File: src/rtl/delay_buf_sa.sv
// Per-channel programmable delay stage for the delay-and-sum beamformer.
// Each channel keeps a circular sample history; the time-aligned vector is emitted with sum_en.
module delay_buf_sa #(
  parameter int unsigned DATA_WIDTH   = 16,
  parameter int unsigned NUM_CHANNELS = 4,
  parameter int unsigned MAX_DELAY    = 16,
  parameter int unsigned DELAY_WIDTH  = $clog2(MAX_DELAY)
) (
  input  logic                                 clk,
  input  logic                                 reset,
  input  logic                                 start,
  input  logic                                 stop,
  input  logic [NUM_CHANNELS*DELAY_WIDTH-1:0]  delay_values,
  input  logic                                 sample_valid,
  input  logic [NUM_CHANNELS*DATA_WIDTH-1:0]   sample_in,
  output logic [NUM_CHANNELS*DATA_WIDTH-1:0]   delayed_sample,
  output logic                                 sum_en,
  output logic                                 start_sum,
  output logic                                 busy
);

  localparam logic [1:0] S_IDLE = 2'd0;
  localparam logic [1:0] S_FILL = 2'd1;
  localparam logic [1:0] S_RUN  = 2'd2;

  logic [1:0]                            state, state_nxt;
  logic [NUM_CHANNELS*DELAY_WIDTH-1:0]   d_lat;
  logic [DELAY_WIDTH-1:0]                dmax, dmax_new;
  logic [DELAY_WIDTH-1:0]                wr_ptr;
  logic [DELAY_WIDTH-1:0]                fill_cnt;
  logic                                  first_pending;
  logic                                  accept, fire;
  logic [NUM_CHANNELS*DATA_WIDTH-1:0]    rd_data;

  // Largest requested delay sets how many samples must be buffered before output.
  always_comb begin
    dmax_new = '0;
    for (int i = 0; i < int'(NUM_CHANNELS); i++) begin
      if (delay_values[i*DELAY_WIDTH +: DELAY_WIDTH] > dmax_new)
        dmax_new = delay_values[i*DELAY_WIDTH +: DELAY_WIDTH];
    end
  end

  always_ff @(posedge clk or posedge reset) begin
    if (reset) state <= S_IDLE;
    else       state <= state_nxt;
  end

  // Next state plus accept/fire strobes; start always overrides stop and the sample.
  always_comb begin
    state_nxt = state;
    accept    = 1'b0;
    fire      = 1'b0;
    if (sample_valid && !start && (state == S_FILL || state == S_RUN)) begin
      accept = 1'b1;
      if (state == S_RUN || fill_cnt == dmax) fire = 1'b1;
    end
    if (start)
      state_nxt = (dmax_new != '0) ? S_FILL : S_RUN;
    else if (state != S_FILL && state != S_RUN)
      state_nxt = S_IDLE;
    else if (stop)
      state_nxt = S_IDLE;
    else if (state == S_FILL && fire)
      state_nxt = S_RUN;
  end

  for (genvar c = 0; c < int'(NUM_CHANNELS); c++) begin : g_ch
    logic [DATA_WIDTH-1:0]  mem [MAX_DELAY];
    logic [DELAY_WIDTH-1:0] d_ch;

    assign d_ch = d_lat[c*DELAY_WIDTH +: DELAY_WIDTH];

    always_ff @(posedge clk) begin
      if (accept) mem[wr_ptr] <= sample_in[c*DATA_WIDTH +: DATA_WIDTH];
    end

    // Read happens before this cycle's write; zero delay bypasses the buffer.
    assign rd_data[c*DATA_WIDTH +: DATA_WIDTH] =
      (d_ch == '0) ? sample_in[c*DATA_WIDTH +: DATA_WIDTH]
                   : mem[DELAY_WIDTH'(wr_ptr - d_ch)];
  end

  always_ff @(posedge clk or posedge reset) begin
    if (reset) begin
      d_lat          <= '0;
      dmax           <= '0;
      wr_ptr         <= '0;
      fill_cnt       <= '0;
      first_pending  <= 1'b0;
      delayed_sample <= '0;
      sum_en         <= 1'b0;
      start_sum      <= 1'b0;
      busy           <= 1'b0;
    end else begin
      busy      <= (state_nxt != S_IDLE);
      sum_en    <= fire;
      start_sum <= fire && first_pending;
      if (fire) begin
        delayed_sample <= rd_data;
        first_pending  <= 1'b0;
      end
      if (start) begin
        d_lat         <= delay_values;
        dmax          <= dmax_new;
        wr_ptr        <= '0;
        fill_cnt      <= '0;
        first_pending <= 1'b1;
      end else if (accept) begin
        wr_ptr <= wr_ptr + DELAY_WIDTH'(1);
        if (state == S_FILL) fill_cnt <= fill_cnt + DELAY_WIDTH'(1);
      end
    end
  end

endmodule

File: config.mk
export PLATFORM = sky130hd
export DESIGN_NAME = delay_buf_sa
export DESIGN_NICKNAME = d
export VERILOG_FILES = /design/src/rtl/delay_buf_sa.sv
export SDC_FILE = /design/constraint.sdc
export NUM_CORES = 1
export LEC_CHECK = 0
export ABC_AREA = 1
export CORE_ASPECT_RATIO = 0.75
export CORE_MARGIN = 2
export CORE_UTILIZATION = 35
export DETAILED_ROUTE_END_ITERATION = 10
export GPL_TIMING_DRIVEN = 0
export MAX_ROUTING_LAYER = met4
export SYNTH_ARGS = -nofsm -noshare
export SYNTH_HDL_FRONTEND = slang
export SYNTH_SLANG_ARGS = --single-unit
File: constraint.sdc
create_clock -name clk -period 4.8 [get_ports clk]
set_input_delay 0.96 -clock clk [delete_from_list [all_inputs] [get_ports clk]]
set_output_delay 0.96 -clock clk [all_outputs]
set_load 0.03 [all_outputs]
# --- Word-level counts from Yosys, hierarchy flattened ---
# Memory sizes are Yosys's and may differ from the RTL's. A register that Yosys moved wholly into a read port is not among the register bits.
# Index checks and enable logic that the tools add are counted.
totals:
  regBits: 34
  latch_bits: 0
  ramBits: 1024
  mem_bits_ro: 0
  inputBits: 85
  out_inout_bits: 67
  elab_cells: 63
  memories: 4
memory_table:
  columns: ["name", "depth", "word_bits", "read_ports", "rd_ports_with_merged_regs", "write_ports", "line", "rtl"]
  rows:
  - ["g_ch[0].mem", 16, 16, 1, 1, 1, "69", "logic [DATA_WIDTH-1:0] mem [MAX_DELAY];"]
  - ["g_ch[1].mem", 16, 16, 1, 1, 1, "69", null]
  - ["g_ch[2].mem", 16, 16, 1, 1, 1, "69", null]
  - ["g_ch[3].mem", 16, 16, 1, 1, 1, "69", null]
op_classes:
  n_addsub: 6
  n_mul: 0
  div: 0
  magnitude_cmp: 4
  eq_ne: 5
  shifts: 0
  muxes: 21
  bitwise: 0
  n_reduce_logical: 14
op_table:
  columns: ["operator", "n"]
  rows:
  - ["two-way mux 4 bit", 9]
  - ["subtractor 4 bit", 4]
  - ["> comparator 4 bit", 3]
  - ["two-way mux 2 bit", 5]
  - ["adder 4 x 1 -> 4 bit, second input constant", 2]
  - ["nonzero test 2 bit", 4]
  - ["two-way mux 1 bit", 7]
  - ["logical AND 1 bit", 5]
  - ["equality test 4 bit", 1]
  - ["> comparator 4 x 1 -> 1 bit, second input constant", 1]
  - ["nonzero test 4 bit", 1]
  - ["equality test 2 x 1 -> 1 bit, second input constant", 1]
  - ["equality test 2 bit, second input constant", 1]
  - ["logical OR 1 bit", 2]
  - ["!= test 2 x 1 -> 1 bit, second input constant", 1]
  - ["!= test 2 bit, second input constant", 1]
  - ["AND reduction 2 bit", 1]
  - ["logical NOT 1 bit", 1]

# --- Longest topological paths before layout ---
logic_depth:
  ltp_word: 12
  depth_mapped: 32
  mapped_depth_nobuf: 32

# --- Least setup slack after synthesis ---
# No wires, ideal clock.
synth_path:
  path_kind: "input port to flip-flop"
  from: "input port start"
  to: "memory g_ch[0].mem[11][0], enable pin"
  setup_time_ns: 0.486
  arrival_ns: 4.233
  required_time_ns: 4.314
  slack_ns: 0.081
  path_stages: 5
  n_path_buf: 0
  cell_sequence: "nor2_1 -> nand2_1 -> inv_2 -> nand2_1 -> nor2_1"
synth_via:
  elab_chain_cells: 6
synth_lines:
  columns: ["item", "line", "rtl"]
  rows:
  - ["start: declaration", "11", "input logic start,"]
  - ["logical NOT 1 bit", "54", "if (sample_valid && !start && (state == S_FILL || state == S_RUN)) begin"]
  - ["logical AND 1 bit (2 in a row)", "54", null]
  - ["two-way mux 1 bit", "54", null]
  - ["two-way mux 1 bit", "75", "if (accept) mem[wr_ptr] <= sample_in[c*DATA_WIDTH +: DATA_WIDTH];"]
  - ["two-way mux 1 bit (implied by the code)", "75", null]
  - ["end: declaration", "69", null]
# Every way passes these cells.

# --- Worst setup path in the final report ---
layout_path:
  from: "register wr_ptr[1]"
  to: "register delayed_sample[29], read port of g_ch[1].mem"
layout_via:
  elab_chain_cells: 1
layout_lines:
  columns: ["item", "line", "rtl"]
  rows:
  - ["start: declaration", "29", "logic [DELAY_WIDTH-1:0] wr_ptr;"]
  - ["start signal: assignment", "110", "wr_ptr <= wr_ptr + DELAY_WIDTH'(1);"]
  - ["subtractor 4 bit", "81", ": mem[DELAY_WIDTH'(wr_ptr - d_ch)];"]
  - ["end: declaration", "16", "output logic [NUM_CHANNELS*DATA_WIDTH-1:0] delayed_sample,"]
# Every way passes these cells.
# A chain may end at the register's enable or synchronous reset.

==> flow_summary.yaml <==
routing:
  via_per_inst: 5.388
  wl_um: 135800
  drtIter0Drc: 3600
  dr.pass1.iters: 5
  antenna_left: 0
  drc: 0
  wire_per_inst_um: 25.03
  via_count: 29237
floorplan:
  rows: 114
  die_h_um: 315.2
  die_area_um2: 132100
  chipWidth_um: 419.0
  initial_utilization_pct: 35.17
  core_um2: 128500
  io_pins: 152
placement:
  pre_cts_slack_ps: -368.3
  gp_congestion: 0.8574
  io_buffers: 151
  place_inst: 5221
  dp_hpwl_um: 89650
grt:
  grtUsageTotal_pct: 20.98
  use_met2_pct: 31.41
  grtUsageMet3_pct: 3.671
  grt_overflow: 0
  grt_max_degree: 74
  first_global_vias: 28451
  gr-max-usage-layer: "met2"
  globalRouteMet1Util_pct: 29.19
  antenna_found_initial: 15
  grt_pass1_wl_um: 197000
clocking:
  clock-root-buffer: "clkbuf_16"
  clkSlewWorstSetupHoldPaths_ps: 70
  htree_levels: 3
  clk_path_buf_depth: 3
  cts_setup_buffers: 0
  cts.sinks: 1122
  clk_latency_ps: 710
  cts_tree: "built"
  cts_buffers: 106
critical_path:
  slowest_delay_ps: 730
  cp_slowest_cell: "xor2_1"
  worst-path-buf-inv: 4
  end_kind: "flip-flop"
  worstPathArrival_ps: 4970
  worstPathCellList: "buf_2 -> inv_1 -> fa_1 -> xor2_1 -> xor2_1 -> nor4_1 -> nand2_1 -> inv_1 -> clkbuf_1 -> a21oi_1 -> a21oi_1 -> o21ai_1"
  cp.required_ps: 5340
  path_max_fanout: 10
  critPathTopFamily: "buffers and inverters"
  critPathLaunchType: "flip-flop"
  crit_type: "reg -> reg"
synthesis:
  async_flop_share_pct: 8.734
  synth_edf_count: 1024
  synth_cell_type_count: 44
  ys.warnings.count: 0
  ys_seq_area_share_pct: 73.45
  ys_seq_elements: 1122
  syn_avg_cell_area_um2: 13.76
  syn-num-nets: 3404
  syn_area_um2: 45200
  synthCells: 3285
  synth_ff_type: "edfxtp_1"
run:
  cap_violations: 0
sta:
  finalSetupTns_ps: 0
  rsz0062_at_grt: "false"
  finalHoldViolCount: 0
  fin_worst_skew_ps: 22.57
  layout_setup_ws_ps: 378.4
  min_period_over_period_pct: 92.12
  finalSetupViolations: 0
  slew_violations: 0
  relSlewSlack_pct: 4.669
  fin_crit_ps: 4422
  hold_ws_ps: 489.8
  max_freq_mhz: 226.2
  worstMarginPinSlew_ps: 1430
pwr:
  power_density_nw_per_um2: 512.0
  peakVddDrop_uv: 317.2
  p_leak_nw: 18.06
layout:
  fin_cells: 5426
  area_growth_pct: 18.71
  nets: 3708
  drive_above_1_share_pct: 9.576
  final_cell_mix: "edfxtp_1 (1024), nor2_1 (542), o21ai_0 (314)"
  mostFrequentLayoutCell: "edfxtp_1"
  fillers: 11747
min_path:
  hold_path_class: "reg -> reg"
run_status:
  outcome: "complete, no violations"
state kept, by name, indices dropped and copies added (netlist names):
signal	count
busy	1
d_lat	16
delayed_sample	64
dmax	4
fill_cnt	4
first_pending	1
g_ch.mem	1024
start_sum	1
state	2
sum_en	1
wr_ptr	4
cells by family (layout without fill, tap and decap cells):
family	count (synthesis)	after routing	synth area share, %
xor+xnor	30	30	0.7391
flops	1122	1122	73.45
buf+inv	271	662	2.580
mux	160	160	3.632
other cells	0	10	0
fa+ha+maj	34	34	1.008
compound gates	759	759	10.68
simple gates	909	909	7.905
final timing paths:
path / start / endpoint / slack, ps / cells past startpoint
setup / recovery: wr_ptr[1] / delayed_sample[29] / 380 / 12
hold / removal: delayed_sample[63] / delayed_sample[63] / 490 / 2
setup reg to reg: wr_ptr[1] / delayed_sample[29] / 380 / 12
hold reg to reg: delayed_sample[63] / delayed_sample[63] / 490 / 2
max in group asynchronous: reset / busy / 3410 / 3
min in group asynchronous: reset / delayed_sample[20] / 610 / 2
power breakdown:
group	internal (mW)	switching, mW	leakage (nW)
clock network	5.09	3.70	1.77
logic	2.42	5.06	5.79
registers	11.0	0.220	10.5
routing by layer:
metal | part of all wire, % | vias to the layer above | wire, um
li1 | - | 12992 | -
met1 | 43 | 14584 | 58670
met2 | 45 | 1439 | 61510
met3 | 8.6 | 222 | 11720
met4 | 2.9 | 0 | 3893
met5 | 0 | - | 0
stage by stage:
step                      total power [mW]  util, %  area (um2)
after floorplan                      15.85        -       45200
after global placement               18.70    38.04       48890
after detailed placement             18.79    38.91       50010
after CTS                            27.53    41.73       53630
after global routing                 28.58    41.75       53650
final                                27.47    41.75       53660
Yosys cell counts, types with 2 or more instances:
| master | instances | area (um2) |
|---|---|---|
| o21ai_1 | 43 | 215.2 |
| edfxtp_1 | 1024 | 30750 |
| nor2_1 | 558 | 2095 |
| buf_1 | 9 | 33.78 |
| buf_2 | 49 | 245.2 |
| xnor2_1 | 15 | 131.4 |
| buf_4 | 11 | 82.58 |
| nand3b_1 | 2 | 15.01 |
| o31ai_1 | 10 | 75.07 |
| xor2_1 | 7 | 61.31 |
| xor2_2 | 6 | 97.59 |
| nand2_2 | 2 | 12.51 |
| nand3_1 | 82 | 410.4 |
| inv_2 | 9 | 33.78 |
| nand2_1 | 249 | 934.7 |
| clkbuf_1 | 139 | 521.8 |
| fa_1 | 4 | 80.08 |
| dfrtp_1 | 98 | 2452 |
| nor3_1 | 8 | 40.04 |
| inv_1 | 47 | 176.4 |
| mux2i_1 | 128 | 1281 |
| a21oi_2 | 6 | 52.55 |
| o32ai_1 | 128 | 1121 |
| ha_1 | 30 | 375.4 |
| nor4_2 | 2 | 25.02 |
| o221ai_1 | 128 | 1121 |
| nor4_1 | 3 | 18.77 |
| mux2_2 | 32 | 360.4 |
| a31oi_1 | 6 | 37.54 |
| a21oi_1 | 117 | 585.6 |
| buf_6 | 4 | 45.04 |
| o21ai_0 | 317 | 1587 |
worst reg2reg max path, stage by stage, from the launching register on:
cell and delay (ps):
dfrtp_1 600, buf_2 350, inv_1 290, fa_1 480, xor2_1 730, xor2_1 130, nor4_1 250, nand2_1 220
inv_1 150, clkbuf_1 640, a21oi_1 160, a21oi_1 180, o21ai_1 80
what timing repair did:
action | CTS | global route
resized for setup | 0 | 5
hold buffers | 0 | 0
setup endpoints to repair | 0 | 1
layout make-up:
type                    count  area [um2]  share of cell area (%)
diodes                     10       25.02                 0.04663
plain buffers             214       949.7                   1.770
clock buffers             147        3099                   5.776
clock inverters            48       524.3                  0.9770
inverters                  57       221.5                  0.4127
multi-input cells        1892       10960                   20.42
flip-flops and latches   1122       33200                   61.87
well taps                1740        2177                   4.057
repair buffers            196        2502                   4.663
No activity file was read; power rests on OpenSTA's default activity.
